`src/rtl/irq_trap_ctrl_pkg.sv`:
```
// Shared types and constants for the machine-mode trap sequencer.
package trap_pkg;

    typedef enum logic [1:0] {
        IDLE   = 2'd0,
        SAVE   = 2'd1,
        VECTOR = 2'd2,
        MRET   = 2'd3
    } trap_state_e;

    localparam logic [3:0] CAUSE_MSI = 4'd3;
    localparam logic [3:0] CAUSE_MTI = 4'd7;
    localparam logic [3:0] CAUSE_MEI = 4'd11;

    localparam int MIP_MSI_BIT = 3;
    localparam int MIP_MTI_BIT = 7;
    localparam int MIP_MEI_BIT = 11;

    localparam logic [1:0] MTVEC_MODE_VECTORED = 2'b01;

endpackage

```
`src/rtl/irq_trap_ctrl_if.sv`:
```
// Core-side bundle of the trap sequencer: irq lines, CSR view, commit stage, CSR strobes, redirect.
interface irq_trap_ctrl_if;
    logic        irq_ext;
    logic        irq_sw;
    logic        irq_timer;
    logic [31:0] csr_mie;
    logic        csr_mstatus_mie;
    logic [31:0] csr_mtvec;
    logic [31:0] csr_mepc;
    logic        commit_valid;
    logic [31:0] commit_pc;
    logic        commit_is_mret;
    logic [31:0] mip_o;
    logic        mepc_we;
    logic [31:0] mepc_wdata;
    logic        mcause_we;
    logic [31:0] mcause_wdata;
    logic        mstatus_trap;
    logic        mstatus_mret;
    logic        flush;
    logic        redirect_valid;
    logic [31:0] redirect_pc;
    logic        busy;

    modport slave (
        input  irq_ext, irq_sw, irq_timer, csr_mie, csr_mstatus_mie, csr_mtvec, csr_mepc,
               commit_valid, commit_pc, commit_is_mret,
        output mip_o, mepc_we, mepc_wdata, mcause_we, mcause_wdata, mstatus_trap,
               mstatus_mret, flush, redirect_valid, redirect_pc, busy
    );

    modport master (
        output irq_ext, irq_sw, irq_timer, csr_mie, csr_mstatus_mie, csr_mtvec, csr_mepc,
               commit_valid, commit_pc, commit_is_mret,
        input  mip_o, mepc_we, mepc_wdata, mcause_we, mcause_wdata, mstatus_trap,
               mstatus_mret, flush, redirect_valid, redirect_pc, busy
    );
endinterface

```
`src/rtl/irq_trap_ctrl_prio_enc.sv`:
```
// Fixed-priority encoder over the enabled interrupt lines: MEI > MSI > MTI.
module irq_prio_enc
    import trap_pkg::*;
(
    input  logic       en_ext,
    input  logic       en_sw,
    input  logic       en_timer,
    output logic       any,
    output logic [3:0] cause
);
    always_comb begin
        any   = en_ext | en_sw | en_timer;
        cause = 4'd0;
        if (en_ext)        cause = CAUSE_MEI;
        else if (en_sw)    cause = CAUSE_MSI;
        else if (en_timer) cause = CAUSE_MTI;
    end
endmodule

```
`src/rtl/irq_trap_ctrl.sv`:
```
// Machine-mode trap sequencer: takes interrupts at a commit point, writes mepc/mcause/mstatus,
// flushes and redirects fetch; also sequences mret.
module irq_trap_ctrl
    import trap_pkg::*;
#(
    parameter logic [31:0] RESET_VEC = 32'h0000_0000
) (
    input  logic             clk,
    input  logic             rst,
    irq_trap_ctrl_if.slave   bus
);
    localparam logic [31:0] WORD_MASK = 32'hFFFF_FFFC;

    trap_state_e state;
    logic [31:0] epc_q;
    logic [3:0]  cause_q;
    logic        mepc_we_q, mcause_we_q, mstatus_trap_q, mstatus_mret_q;
    logic        flush_q, redirect_valid_q, busy_q;
    logic [31:0] redirect_pc_q;

    logic        irq_any;
    logic [3:0]  irq_cause;
    logic        trap_take, mret_take;
    logic [31:0] mtvec_base, vec_pc;
    logic        unused_mie;

    irq_prio_enc u_prio (
        .en_ext   (bus.irq_ext   & bus.csr_mie[MIP_MEI_BIT]),
        .en_sw    (bus.irq_sw    & bus.csr_mie[MIP_MSI_BIT]),
        .en_timer (bus.irq_timer & bus.csr_mie[MIP_MTI_BIT]),
        .any      (irq_any),
        .cause    (irq_cause)
    );

    assign unused_mie = ^{bus.csr_mie[31:12], bus.csr_mie[10:8], bus.csr_mie[6:4], bus.csr_mie[2:0]};

    always_comb begin
        bus.mip_o              = '0;
        bus.mip_o[MIP_MEI_BIT] = bus.irq_ext;
        bus.mip_o[MIP_MTI_BIT] = bus.irq_timer;
        bus.mip_o[MIP_MSI_BIT] = bus.irq_sw;
    end

    // Interrupt beats a simultaneous mret; the mret is replayed after the handler returns.
    assign trap_take = bus.csr_mstatus_mie & irq_any & bus.commit_valid;
    assign mret_take = bus.commit_valid & bus.commit_is_mret & ~trap_take;

    // Target uses the latched cause, so an irq dropping mid-sequence has no effect.
    assign mtvec_base = bus.csr_mtvec & WORD_MASK;
    always_comb begin
        vec_pc = mtvec_base;
        if (bus.csr_mtvec == 32'd0)
            vec_pc = RESET_VEC;
        else if (bus.csr_mtvec[1:0] == MTVEC_MODE_VECTORED)
            vec_pc = mtvec_base + {26'd0, cause_q, 2'b00};
    end

    always_ff @(posedge clk) begin
        if (rst) begin
            state            <= IDLE;
            epc_q            <= '0;
            cause_q          <= '0;
            mepc_we_q        <= 1'b0;
            mcause_we_q      <= 1'b0;
            mstatus_trap_q   <= 1'b0;
            mstatus_mret_q   <= 1'b0;
            flush_q          <= 1'b0;
            redirect_valid_q <= 1'b0;
            redirect_pc_q    <= '0;
            busy_q           <= 1'b0;
        end else begin
            mepc_we_q        <= 1'b0;
            mcause_we_q      <= 1'b0;
            mstatus_trap_q   <= 1'b0;
            mstatus_mret_q   <= 1'b0;
            flush_q          <= 1'b0;
            redirect_valid_q <= 1'b0;
            busy_q           <= 1'b0;
            case (state)
                IDLE: begin
                    if (trap_take) begin
                        state          <= SAVE;
                        epc_q          <= bus.commit_pc;
                        cause_q        <= irq_cause;
                        mepc_we_q      <= 1'b1;
                        mcause_we_q    <= 1'b1;
                        mstatus_trap_q <= 1'b1;
                        flush_q        <= 1'b1;
                        busy_q         <= 1'b1;
                    end else if (mret_take) begin
                        state            <= MRET;
                        mstatus_mret_q   <= 1'b1;
                        redirect_valid_q <= 1'b1;
                        redirect_pc_q    <= bus.csr_mepc & WORD_MASK;
                        flush_q          <= 1'b1;
                        busy_q           <= 1'b1;
                    end
                end
                SAVE: begin
                    state            <= VECTOR;
                    redirect_valid_q <= 1'b1;
                    redirect_pc_q    <= vec_pc;
                    flush_q          <= 1'b1;
                    busy_q           <= 1'b1;
                end
                VECTOR:  state <= IDLE;
                MRET:    state <= IDLE;
                default: state <= IDLE;
            endcase
        end
    end

    assign bus.mepc_we        = mepc_we_q;
    assign bus.mepc_wdata     = epc_q & WORD_MASK;
    assign bus.mcause_we      = mcause_we_q;
    assign bus.mcause_wdata   = {1'b1, 27'd0, cause_q};
    assign bus.mstatus_trap   = mstatus_trap_q;
    assign bus.mstatus_mret   = mstatus_mret_q;
    assign bus.flush          = flush_q;
    assign bus.redirect_valid = redirect_valid_q;
    assign bus.redirect_pc    = redirect_pc_q;
    assign bus.busy           = busy_q;
endmodule

```
`src/flat_wrapper.sv`:
```
// flat-port wrapper written by rule: the top's interface ports become plain ports
module irq_trap_ctrl_flat import trap_pkg::*;
#(
    parameter logic [31:0] RESET_VEC = 32'h0000_0000
)
  (clk, rst, bus_irq_ext, bus_irq_sw, bus_irq_timer, bus_csr_mie, bus_csr_mstatus_mie, bus_csr_mtvec, bus_csr_mepc, bus_commit_valid, bus_commit_pc, bus_commit_is_mret, bus_mip_o, bus_mepc_we, bus_mepc_wdata, bus_mcause_we, bus_mcause_wdata, bus_mstatus_trap, bus_mstatus_mret, bus_flush, bus_redirect_valid, bus_redirect_pc, bus_busy);
  irq_trap_ctrl_if bus_i ();
  input  logic clk;
  input  logic rst;
  input wire logic [$bits(bus_i.irq_ext)-1:0] bus_irq_ext;
  input wire logic [$bits(bus_i.irq_sw)-1:0] bus_irq_sw;
  input wire logic [$bits(bus_i.irq_timer)-1:0] bus_irq_timer;
  input wire logic [$bits(bus_i.csr_mie)-1:0] bus_csr_mie;
  input wire logic [$bits(bus_i.csr_mstatus_mie)-1:0] bus_csr_mstatus_mie;
  input wire logic [$bits(bus_i.csr_mtvec)-1:0] bus_csr_mtvec;
  input wire logic [$bits(bus_i.csr_mepc)-1:0] bus_csr_mepc;
  input wire logic [$bits(bus_i.commit_valid)-1:0] bus_commit_valid;
  input wire logic [$bits(bus_i.commit_pc)-1:0] bus_commit_pc;
  input wire logic [$bits(bus_i.commit_is_mret)-1:0] bus_commit_is_mret;
  output wire logic [$bits(bus_i.mip_o)-1:0] bus_mip_o;
  output wire logic [$bits(bus_i.mepc_we)-1:0] bus_mepc_we;
  output wire logic [$bits(bus_i.mepc_wdata)-1:0] bus_mepc_wdata;
  output wire logic [$bits(bus_i.mcause_we)-1:0] bus_mcause_we;
  output wire logic [$bits(bus_i.mcause_wdata)-1:0] bus_mcause_wdata;
  output wire logic [$bits(bus_i.mstatus_trap)-1:0] bus_mstatus_trap;
  output wire logic [$bits(bus_i.mstatus_mret)-1:0] bus_mstatus_mret;
  output wire logic [$bits(bus_i.flush)-1:0] bus_flush;
  output wire logic [$bits(bus_i.redirect_valid)-1:0] bus_redirect_valid;
  output wire logic [$bits(bus_i.redirect_pc)-1:0] bus_redirect_pc;
  output wire logic [$bits(bus_i.busy)-1:0] bus_busy;
  assign bus_i.irq_ext = bus_irq_ext;
  assign bus_i.irq_sw = bus_irq_sw;
  assign bus_i.irq_timer = bus_irq_timer;
  assign bus_i.csr_mie = bus_csr_mie;
  assign bus_i.csr_mstatus_mie = bus_csr_mstatus_mie;
  assign bus_i.csr_mtvec = bus_csr_mtvec;
  assign bus_i.csr_mepc = bus_csr_mepc;
  assign bus_i.commit_valid = bus_commit_valid;
  assign bus_i.commit_pc = bus_commit_pc;
  assign bus_i.commit_is_mret = bus_commit_is_mret;
  assign bus_mip_o = bus_i.mip_o;
  assign bus_mepc_we = bus_i.mepc_we;
  assign bus_mepc_wdata = bus_i.mepc_wdata;
  assign bus_mcause_we = bus_i.mcause_we;
  assign bus_mcause_wdata = bus_i.mcause_wdata;
  assign bus_mstatus_trap = bus_i.mstatus_trap;
  assign bus_mstatus_mret = bus_i.mstatus_mret;
  assign bus_flush = bus_i.flush;
  assign bus_redirect_valid = bus_i.redirect_valid;
  assign bus_redirect_pc = bus_i.redirect_pc;
  assign bus_busy = bus_i.busy;
  irq_trap_ctrl #(.RESET_VEC(RESET_VEC)) u_core (.clk(clk), .rst(rst), .bus(bus_i));
endmodule
```
`config.mk`:
```
export PLATFORM = sky130hd
export DESIGN_NAME = irq_trap_ctrl_flat
export DESIGN_NICKNAME = d
export VERILOG_FILES = /design/src/rtl/irq_trap_ctrl_pkg.sv /design/src/rtl/irq_trap_ctrl_if.sv /design/src/rtl/irq_trap_ctrl_prio_enc.sv /design/src/rtl/irq_trap_ctrl.sv /design/src/flat_wrapper.sv
export SDC_FILE = /design/constraint.sdc
export NUM_CORES = 1
export LEC_CHECK = 0
export BUFFER_PORTS_ARGS = -buffer_cell sky130_fd_sc_hd__clkbuf_2
export CAP_MARGIN = 5
export CORE_MARGIN = 10
export CORE_UTILIZATION = 46
export DETAILED_ROUTE_END_ITERATION = 8
export PLACE_DENSITY = 0.92
export SYNTH_ARGS = -nofsm -noshare
export SYNTH_HDL_FRONTEND = slang
export SYNTH_SLANG_ARGS = --single-unit
```
`constraint.sdc`:
```
create_clock -name clk -period 3.65 [get_ports clk]
set_clock_uncertainty 0.15 [all_clocks]
set_input_delay 0.365 -clock clk [delete_from_list [all_inputs] [get_ports clk]]
set_output_delay 0.365 -clock clk [all_outputs]
set_load 0.01 [all_outputs]
```
==> impl_metrics.json, run 1 <==
{
  "slew_headroom_pct": 48.0,
  "clkPwrFrac_pct": 35.6,
  "layout_min_cycle_time_ns": 2.80,
  "cp_cell_sequence": "ha_1, fa_1, a211o_1, nand4_1, buf_4, or3_1, o311a_1, a211oi_1",
  "dp_hpwl_um": 10600,
  "avgSynthCellArea_um2": 7.73,
  "vias_per_cell": 5.26,
  "port_buffers": 176,
  "final_nets": 823,
  "crit_path_start": "u_core.cause_q[1]",
  "cts.htree.levels": 3,
  "fp.coreArea_um2": 8680,
  "drc": 0,
  "cp-start-kind": "register",
  "finalSetupTns_ns": 0,
  "outcome": "finished, final reports clean",
  "worst_pin_slew_ns": 0.779,
  "die_x_um": 114,
  "async_reset_ff_share_pct": 0,
  "layout-drive-gt1-share_pct": 30.9,
  "p_seq_share_pct": 42.7,
  "crit_slowest_cell": "or3_1",
  "dp_slack_ns": 0.890,
  "antenna_found_initial": 0,
  "rsz0062_at_grt": "no",
  "pwr-share-comb_pct": 21.7,
  "firstDrtPassIters": 5,
  "synth_compound_area_share_pct": 22.9,
  "clock_sinks": 69,
  "clockBufferDepth": 2,
  "synthCells": 529,
  "final_core_util_pct": 57.2,
  "synth_top_family_by_area": "compound AO/OA/AOI/OAI gates",
  "synth_fa_ha_area_share_pct": 1.71,
  "vias": 4176,
  "critPathKind": "reg2reg",
  "synth_seq_cells": 69,
  "post-cts-setup-buffers": 0,
  "synth_area_um2": 4090,
  "numCtsBuffers": 9,
  "p_int_mw": 1.37,
  "worstSetupEndpointType": "register",
  "clk_latency_ns": 0.34,
  "grt_util_met3_pct": 5.56,
  "cap_violations": 0,
  "gr-usage-met2_pct": 32.0,
  "switchingPower_mw": 0.598,
  "io_pins": 271,
  "grt_max_degree": 59,
  "critPathRequiredTime_ns": 3.74,
  "muxShareOfSynthArea_pct": 0,
  "die_area_um2": 13100,
  "fmax_mhz": 358,
  "area_growth_pct": 21.4,
  "ys_types": 57,
  "num-fill-cells": 816,
  "leakagePower_nw": 2.24,
  "cts-root-buf": "clkbuf_8",
  "final_cell_mix": "clkbuf_2 (176), nand2_1 (85), dfxtp_1 (69)",
  "synth_seq_area_share_pct": 33.8,
  "cp_top_family": "compound AO/OA/AOI/OAI gates",
  "ir_worst_vdd_mv": 0.193,
  "cts_resized": 0,
  "synth-edff-count": 0,
  "grt_util_met1_pct": 23.1,
  "grt_pass1_wl_um": 20700,
  "reg2reg_from": "u_core.cause_q[1]",
  "multi_input_area_um2": 2260,
  "path_buf_inv": 1,
  "grt_pass1_vias": 4049,
  "start_util_pct": 47.1,
  "cp.arrival_ns": 2.88,
  "globalplace.congestion": 0.952,
  "finalCritPeriodShare_pct": 76.6,
  "grt_overflow_total": 0,
  "maxSlewViolCount": 0,
  "drt-initial-drc-count": 351,
  "synth_warnings": 0,
  "layout_commonest_cell": "clkbuf_2",
  "cts.reportedPaths.clkPinSlew_ns": 0.08,
  "drtAntennaViolNets": 0,
  "num_rows": 34,
  "finalHoldViolations": 0,
  "setup_viol": 0,
  "cp_slowest_stage_delay_ns": 0.51,
  "avgRoutedWirePerCell_um": 16.9,
  "fin_ws_ns": 0.855,
  "cts_hold_buf": 0,
  "crit_fanout": 16,
  "gr-usage-all-layers_pct": 19.2,
  "synth-simple-area-share_pct": 22.8,
  "seq_area_um2": 1380,
  "grt.busiest_layer": "met2",
  "hold_path.class": "in2reg",
  "power_density_nw_per_um2": 397,
  "die_h_um": 114,
  "synth_xor_area_share_pct": 2.14,
  "p_sw_share_pct": 30.3,
  "diodes": 0,
  "worstHoldStart": "bus_commit_pc[6]",
  "wirelength_um": 13400,
  "synth-main-ff-cell": "dfxtp_1",
  "cts_tree": "built"
}
[worst reg2reg max path: cells and delay by family (launching register included)]
| kind | cells | cell delay (ns) |
|---|---|---|
| fa+ha+maj | 2 | 0.51 |
| simple gates | 2 | 0.59 |
| flops | 1 | 0.48 |
| compound gates | 3 | 0.74 |
| buf+inv | 1 | 0.22 |
[logic make-up (layout without fill, tap and decap cells)]
kind of cell | count (synthesis) | count (layout)
AND/OR/NAND/NOR | 189 | 189
flip-flops | 69 | 69
adder cells (fa/ha/maj) | 5 | 5
XOR/XNOR | 10 | 10
other | 2 | 61
AO/OA/AOI/OAI | 145 | 145
buffers and inverters | 109 | 207
[synth_stat cells (5+ instances only)]
library cell	count	area, um^2
a211oi_1	19	143
a21oi_1	53	265
and3_1	7	43.8
buf_4	68	510
clkbuf_1	30	113
dfxtp_1	69	1380
inv_1	8	30.0
nand2_1	85	319
nand3_1	11	55.1
nand4_1	9	56.3
nor2_1	24	90.1
nor3_1	17	85.1
nor4_1	12	75.1
o21a_1	7	52.6
o21ai_0	21	105
o21ai_1	8	40.0
o311a_1	5	50.1
xnor2_1	9	78.8
[routing by layer]
layer / wire [um] / part of all wire (%) / up-vias
met3: 1110 / 8.3 / 21
met2: 6530 / 49 / 196
met5: 0 / 0 / -
met4: 245 / 1.8 / 0
met1: 5500 / 41 / 1898
li1: - / - / 2061
[path summary, 6_finish.rpt]
check | to | slack (ns) | cells after the start
setup / recovery | u_core.bus.redirect_pc[24] | 0.85 | 8
hold / removal | u_core.epc_q[6] | 0.09 | 3
setup reg to reg | u_core.bus.redirect_pc[24] | 0.85 | 8
hold reg to reg | u_core.epc_q[31] | 0.31 | 2
[layout make-up]
cell class,instances,area share (%)
Inverter,8,0.605
Multi-Input combinational cell,410,45.5
Timing Repair Buffer,184,18.9
Sequential cell,69,27.8
Clock buffer,10,2.77
Clock inverter,5,1.69
Tap cell,108,2.72
[through the flow]
step                power (mW)  std cells  hold WS [ns]  instance area [um^2]
floorplan                 1.14        588         0.331                  4310
global placement          1.27        779         0.292                  4750
detailed placement        1.28        779         0.296                  4750
CTS                       1.98        794        0.0763                  4970
global route              2.07        794        0.0819                  4970
finish                    1.97        794        0.0858                  4970
[sequential cells by signal (all words and copies together), names as in the netlist]
register,count
u_core.bus.flush,1
u_core.bus.mepc_we,1
u_core.bus.mstatus_mret,1
u_core.bus.redirect_pc,30
u_core.bus.redirect_valid,1
u_core.cause_q,3
u_core.epc_q,30
u_core.state,2
[power by group through the flow]
stage,Combinational (mW),Clock (mW),Sequential [mW]
4_1_cts,0.423,0.714,0.840
5_1_grt,0.473,0.746,0.847
3_5_place_dp,0.422,0,0.857
6_report,0.427,0.702,0.841
2_1_floorplan,0.267,0,0.878
3_3_place_gp,0.416,0,0.855
Power figures use the tool's default switching activity.
==> run 2, diff against run 1 <==
--- a/config.mk
+++ b/config.mk
@@ -5,12 +5,13 @@
 export SDC_FILE = /design/constraint.sdc
 export NUM_CORES = 1
 export LEC_CHECK = 0
+export ABC_AREA = 1
 export BUFFER_PORTS_ARGS = -buffer_cell sky130_fd_sc_hd__clkbuf_2
 export CAP_MARGIN = 5
 export CORE_MARGIN = 10
-export CORE_UTILIZATION = 46
+export CORE_UTILIZATION = 39
 export DETAILED_ROUTE_END_ITERATION = 8
-export PLACE_DENSITY = 0.92
+export PLACE_DENSITY = 0.82
 export SYNTH_ARGS = -nofsm -noshare
 export SYNTH_HDL_FRONTEND = slang
 export SYNTH_SLANG_ARGS = --single-unit
==> constraint.sdc (replaced) <==
create_clock -name clk -period 2.3 [get_ports clk]
set_clock_uncertainty 0.15 [all_clocks]
set_input_delay 0.23 -clock clk [delete_from_list [all_inputs] [get_ports clk]]
set_output_delay 0.23 -clock clk [all_outputs]
set_load 0.01 [all_outputs]
==> run 2 against run 1 <==
  * Sequential cell count stayed put
  * Critical path depth is 3 higher
  * Global-route usage rose by 0.071 points
  * Count of clock-buffer cells in the layout shrank 1
  * Sequential power grew 57%
  * Register-to-register slack got worse by 0.67 ns
  * Sequential share of layout area fell by 2.8 points
  * First-iteration DRC count is the same
  * Cell count up 23%
  * Die area rose by 19%
  * Setup slack lost 0.67 ns
  * Non-clock buffer count rose by 30
==> impl_metrics.json, run 2 <==
{
  "grt_pass1_vias": 4666,
  "io_pins": 271,
  "avgRoutedWirePerCell_um": 16.2,
  "drc": 0,
  "synth_seq_area_share_pct": 32.5,
  "worst_pin_slew_ns": 0.524,
  "finalSetupTns_ns": 0,
  "clk_latency_ns": 0.34,
  "final_nets": 971,
  "layout_min_cycle_time_ns": 2.12,
  "avgSynthCellArea_um2": 6.68,
  "yosysMostFrequentCell": "nand2_1",
  "cts.reportedPaths.clkPinSlew_ns": 0.08,
  "start_util_pct": 39.6,
  "die_x_um": 124,
  "maxSlewViolCount": 0,
  "die_h_um": 124,
  "netlist.area_leader.share_pct": 32.5,
  "final_cell_mix": "clkbuf_2 (176), nand2_1 (142), dfxtp_1 (69)",
  "cts_resized": 0,
  "post_dp_cell_area_um2": 4980,
  "area_growth_pct": 29.6,
  "num-fill-cells": 1117,
  "layout_commonest_cell": "clkbuf_2",
  "antenna_found_initial": 1,
  "async_reset_ff_share_pct": 0,
  "synthCells": 637,
  "r2r_cells": 11,
  "setup_viol": 0,
  "synth_area_um2": 4260,
  "synth_seq_cells": 69,
  "synth_top_area_cell": "dfxtp_1",
  "crit_fanout": 5,
  "port_buffers": 176,
  "dp_hpwl_um": 11800,
  "grt_pass1_wl_um": 24900,
  "cts_tree": "built",
  "layout-drive-gt1-share_pct": 26.8,
  "reg2reg_from": "u_core.cause_q[1]",
  "critPathRequiredTime_ns": 2.42,
  "numCtsBuffers": 9,
  "grt_overflow_total": 0,
  "worstSetupEndpointType": "register",
  "synth-edff-count": 0,
  "power_density_nw_per_um2": 581,
  "finalHoldViolations": 0,
  "vias": 4742,
  "gr-usage-all-layers_pct": 19.3,
  "slew_headroom_pct": 65.0,
  "synth_warnings": 0,
  "cap_violations": 0,
  "vias_per_cell": 4.85,
  "crit_path_start": "u_core.cause_q[1]",
  "globalplace.congestion": 0.971,
  "wirelength_um": 15800,
  "fp.coreArea_um2": 10700,
  "leakagePower_nw": 2.69,
  "rrSetupSlack_ns": 0.18,
  "grt_max_degree": 37,
  "endpoint": "u_core.bus.redirect_pc[28]",
  "cts.htree.levels": 3,
  "synth_commonest_cells": "nand2_1 (142), buf_4 (69), dfxtp_1 (69)",
  "drtAntennaViolNets": 0,
  "die_area_um2": 15500,
  "rsz0062_at_grt": "no",
  "num_rows": 38,
  "synth-main-ff-cell": "dfxtp_1",
  "ir_worst_vdd_mv": 0.364,
  "post-cts-setup-buffers": 0,
  "drt-initial-drc-count": 351,
  "critPathKind": "reg2reg",
  "outcome": "finished, final reports clean",
  "r2r-end": "u_core.bus.redirect_pc[28]",
  "firstDrtPassIters": 5,
  "fmax_mhz": 472,
  "cts-root-buf": "clkbuf_8",
  "ys_types": 35,
  "cp.arrival_ns": 2.24,
  "cp-start-kind": "register",
  "hold_path.class": "in2reg",
  "cts_hold_buf": 30,
  "p_total_mw": 3.21,
  "final_area_um2": 5520,
  "ys_top_cells_by_area": "dfxtp_1 (32%), nand2_1 (13%), buf_4 (12%)",
  "clockBufferDepth": 2,
  "clock_sinks": 69,
  "finalCritPeriodShare_pct": 92.1
}
## run 2: final cells by class
type / count / area [um^2] / area share, %
Clock inverter: 7 / 105 / 1.91
Antenna cell: 2 / 5.00 / 0.0907
Tap cell: 140 / 175 / 3.18
Multi-Input combinational cell: 482 / 2280 / 41.3
Inverter: 54 / 205 / 3.72
Clock buffer: 9 / 124 / 2.25
Sequential cell: 69 / 1380 / 25.0
Timing Repair Buffer: 214 / 1240 / 22.5
## run 2: per-stage QoR
step	worst slack, ns	hold slack, ns	std cells	util, %
3_3_place_gp	0.206	0.300	929	46.4
3_5_place_dp	0.190	0.305	929	46.4
6_report	0.182	0.0195	977	51.3
2_1_floorplan	0.288	0.223	696	-
4_1_cts	0.186	0.00163	975	51.3
5_1_grt	0.0268	0.0294	976	51.3
## run 2: worst min-delay path by stage
| stage | from | end | slack (ns) | cells past startpoint |
|---|---|---|---|---|
| floorplan | bus_commit_pc[21] | u_core.epc_q[21] | 0.22 | 2 |
| global placement | u_core.bus.redirect_pc[2] | u_core.bus.redirect_pc[2] | 0.30 | 2 |
| detailed placement | u_core.epc_q[10] | u_core.epc_q[10] | 0.30 | 2 |
| CTS | bus_csr_mie[11] | u_core.cause_q[3] | 0.002 | 3 |
| global route | bus_csr_mepc[15] | u_core.bus.redirect_pc[15] | 0.03 | 3 |
| finish | bus_csr_mstatus_mie | u_core.bus.mepc_we | 0.02 | 3 |
## run 2: cells by family after synthesis
group                      Yosys count  share of synthesized area (%)
xor gates and xnor gates             6                           1.23
and+or+nand+nor                    276                           28.9
AOI/OAI and AO/OA                  134                           16.4
buffers and inverters              145                           19.2
other                                2                          0.176
adders and majority gates            5                           1.65
DFF                                 69                           32.5
## run 2: power breakdown
part / switching, mW / total, mW / internal (mW)
clock: 0.552 / 1.18 / 0.630
sequential: 0.0445 / 1.32 / 1.28
combinational: 0.437 / 0.701 / 0.264
total: 1.03 / 3.21 / 2.17
## run 2: worst max-delay path, cell delays in order, from the launching register on
cell     delay (ns)
dfxtp_1        0.32
ha_1           0.22
fa_1           0.41
nand3_1        0.10
nand3_1        0.10
nand2_1        0.18
nor2_2         0.11
nand3_1        0.08
nand2_1        0.05
nand2_1        0.12
nand2_1        0.07
a21oi_1        0.13
## run 2: metal layers
layer | global-route usage (%) | routed length, um | up-vias
li1 | - | - | 2346
met1 | 21.7 | 6300 | 2121
met2 | 32.1 | 7550 | 244
met3 | 7.11 | 1520 | 31
met4 | 7.88 | 469 | 0
met5 | 0 | 0 | -
==> run 3, diff against run 2 <==
--- a/config.mk
+++ b/config.mk
@@ -11,7 +11,7 @@
 export CORE_MARGIN = 10
 export CORE_UTILIZATION = 39
 export DETAILED_ROUTE_END_ITERATION = 8
-export PLACE_DENSITY = 0.82
+export PLACE_DENSITY = 0.77
 export SYNTH_ARGS = -nofsm -noshare
 export SYNTH_HDL_FRONTEND = slang
 export SYNTH_SLANG_ARGS = --single-unit
==> run 3 against run 2 <==
  * Non-clock buffer count grew 3
  * Highest routed layer unchanged
  * Routed wire length grew 3.8%
  * Die area is the same
  * Cell count grew 0.10%
  * Sequential share of layout area is essentially flat
  * Power shrank 3.4%
  * Critical path depth is the same
==> impl_metrics.json, run 3 (synthesized netlist as in run 2, its figures left out) <==
{
  "die_x_um": 124,
  "dp_slack_ns": 0.153,
  "hold_path.class": "in2reg",
  "fp.coreArea_um2": 10700,
  "finalHoldViolations": 0,
  "drt-initial-drc-count": 379,
  "layout_commonest_cell": "clkbuf_2",
  "gr-usage-all-layers_pct": 19.7,
  "grt_pass1_wl_um": 25100,
  "antenna_found_initial": 0,
  "clkPwrFrac_pct": 34.2,
  "setup_viol": 0,
  "io_pins": 271,
  "firstDrtPassIters": 8,
  "clockBufferDepth": 2,
  "port_buffers": 176,
  "final_nets": 974,
  "p_total_mw": 3.10,
  "die_area_um2": 15500,
  "avgRoutedWirePerCell_um": 16.8,
  "grt_overflow_total": 0,
  "wirelength_um": 16500,
  "numCtsBuffers": 9,
  "cp.arrival_ns": 2.18,
  "worstSetupEndpointType": "register",
  "fin_ws_ns": 0.210,
  "cp-start-kind": "register",
  "finalSetupTns_ns": 0,
  "cts.htree.levels": 3,
  "drtAntennaViolNets": 0,
  "grt_pass1_vias": 4594,
  "power_density_nw_per_um2": 562,
  "drc": 0,
  "dp_hpwl_um": 12500,
  "vias": 4720,
  "p_int_mw": 2.07,
  "pwr-share-comb_pct": 23.0,
  "final_core_util_pct": 51.3,
  "critPathRequiredTime_ns": 2.39,
  "fmax_mhz": 478,
  "switchingPower_mw": 1.03,
  "num_rows": 38,
  "p_seq_share_pct": 42.7,
  "layout_min_cycle_time_ns": 2.09,
  "start_util_pct": 39.6,
  "finalCritPeriodShare_pct": 90.9,
  "grt_max_degree": 37,
  "cts_tree": "built",
  "cts.reportedPaths.clkPinSlew_ns": 0.09,
  "cap_violations": 0,
  "outcome": "finished, final reports clean",
  "globalplace.congestion": 0.976,
  "num-fill-cells": 1077,
  "layout-drive-gt1-share_pct": 27.2,
  "leakagePower_nw": 2.69,
  "clock_sinks": 69,
  "clk_latency_ns": 0.35,
  "crit_fanout": 5,
  "ir_worst_vdd_mv": 0.424,
  "area_growth_pct": 29.6,
  "maxSlewViolCount": 0,
  "rsz0062_at_grt": "no",
  "cts-root-buf": "clkbuf_8",
  "diodes": 0,
  "vias_per_cell": 4.83,
  "critPathKind": "reg2reg",
  "die_h_um": 124,
  "final_cell_mix": "clkbuf_2 (176), nand2_1 (141), dfxtp_1 (69)",
  "p_sw_share_pct": 33.3
}
-- run 3: changes by cell type in the layout (fill, tap and decap cells not counted) --
cell | previous run | this run
clkinv_4 | 0 | 3
bufinv_16 | 2 | 1
nand2_2 | 4 | 5
buf_4 | 8 | 11
diode_2 | 2 | 0
nand2_1 | 142 | 141
inv_6 | 3 | 1
-- run 3: area by class of cell --
cell class,instances,area (um^2),area share (%)
Timing Repair Buffer,217,1260,22.9
Clock inverter,7,83.8,1.52
Clock buffer,9,124,2.25
Multi-Input combinational cell,482,2280,41.4
Inverter,54,205,3.72
Sequential cell,69,1380,25.1
Tap cell,140,175,3.18
-- run 3: power groups by stage --
| stage | sequential (mW) | combinational, mW | clock (mW) |
|---|---|---|---|
| after floorplan | 1.39 | 0.408 | 0 |
| after global placement | 1.35 | 0.660 | 0 |
| after detailed placement | 1.35 | 0.664 | 0 |
| after CTS | 1.32 | 0.709 | 1.08 |
| after global routing | 1.33 | 0.791 | 1.14 |
| final | 1.32 | 0.714 | 1.06 |
-- run 3: path summary, 6_finish.rpt --
check,start,endpoint,slack [ns],cells after the start
min reg2reg,u_core.epc_q[19],u_core.epc_q[19],0.32,2
max,u_core.cause_q[1],u_core.bus.redirect_pc[19],0.21,11
min,bus_csr_mie[11],u_core.cause_q[3],0.01,3
max reg2reg,u_core.cause_q[1],u_core.bus.redirect_pc[19],0.21,11
-- run 3: what timing repair did --
action                                  4_1_cts  5_1_grt
gates resized for setup                       0        1
endpoints found under the setup margin        0        2
endpoints found under the hold margin        30        0
hold buffers                                 30        0
setup buffers                                 0        0
-- run 3: stage by stage --
stage                     cells  hold WS, ns  instance area, um^2
after floorplan             696        0.223                 4480
after detailed placement    932        0.305                 5000
after CTS                   978      0.00164                 5510
final                       978      0.00969                 5510
after global routing        978       0.0153                 5510
after global placement      932        0.303                 5000
-- run 3: metal layers --
layer	global-route usage (%)	up-vias	part of all wire, %
li1	-	2348	-
met1	22.8	2078	40
met2	32.9	270	48
met3	7.70	24	10
met4	5.89	0	2.4
met5	0	-	0
-- run 3: worst max-delay path: stages (launching register included) --
cell     delay [ns]
dfxtp_1        0.32
buf_4          0.16
ha_1           0.27
nand2_1        0.04
nand2_1        0.10
nand3_2        0.12
nand2_1        0.22
nand2_1        0.15
nor2_1         0.15
nand3_1        0.08
nand3_1        0.13
a21oi_1        0.08
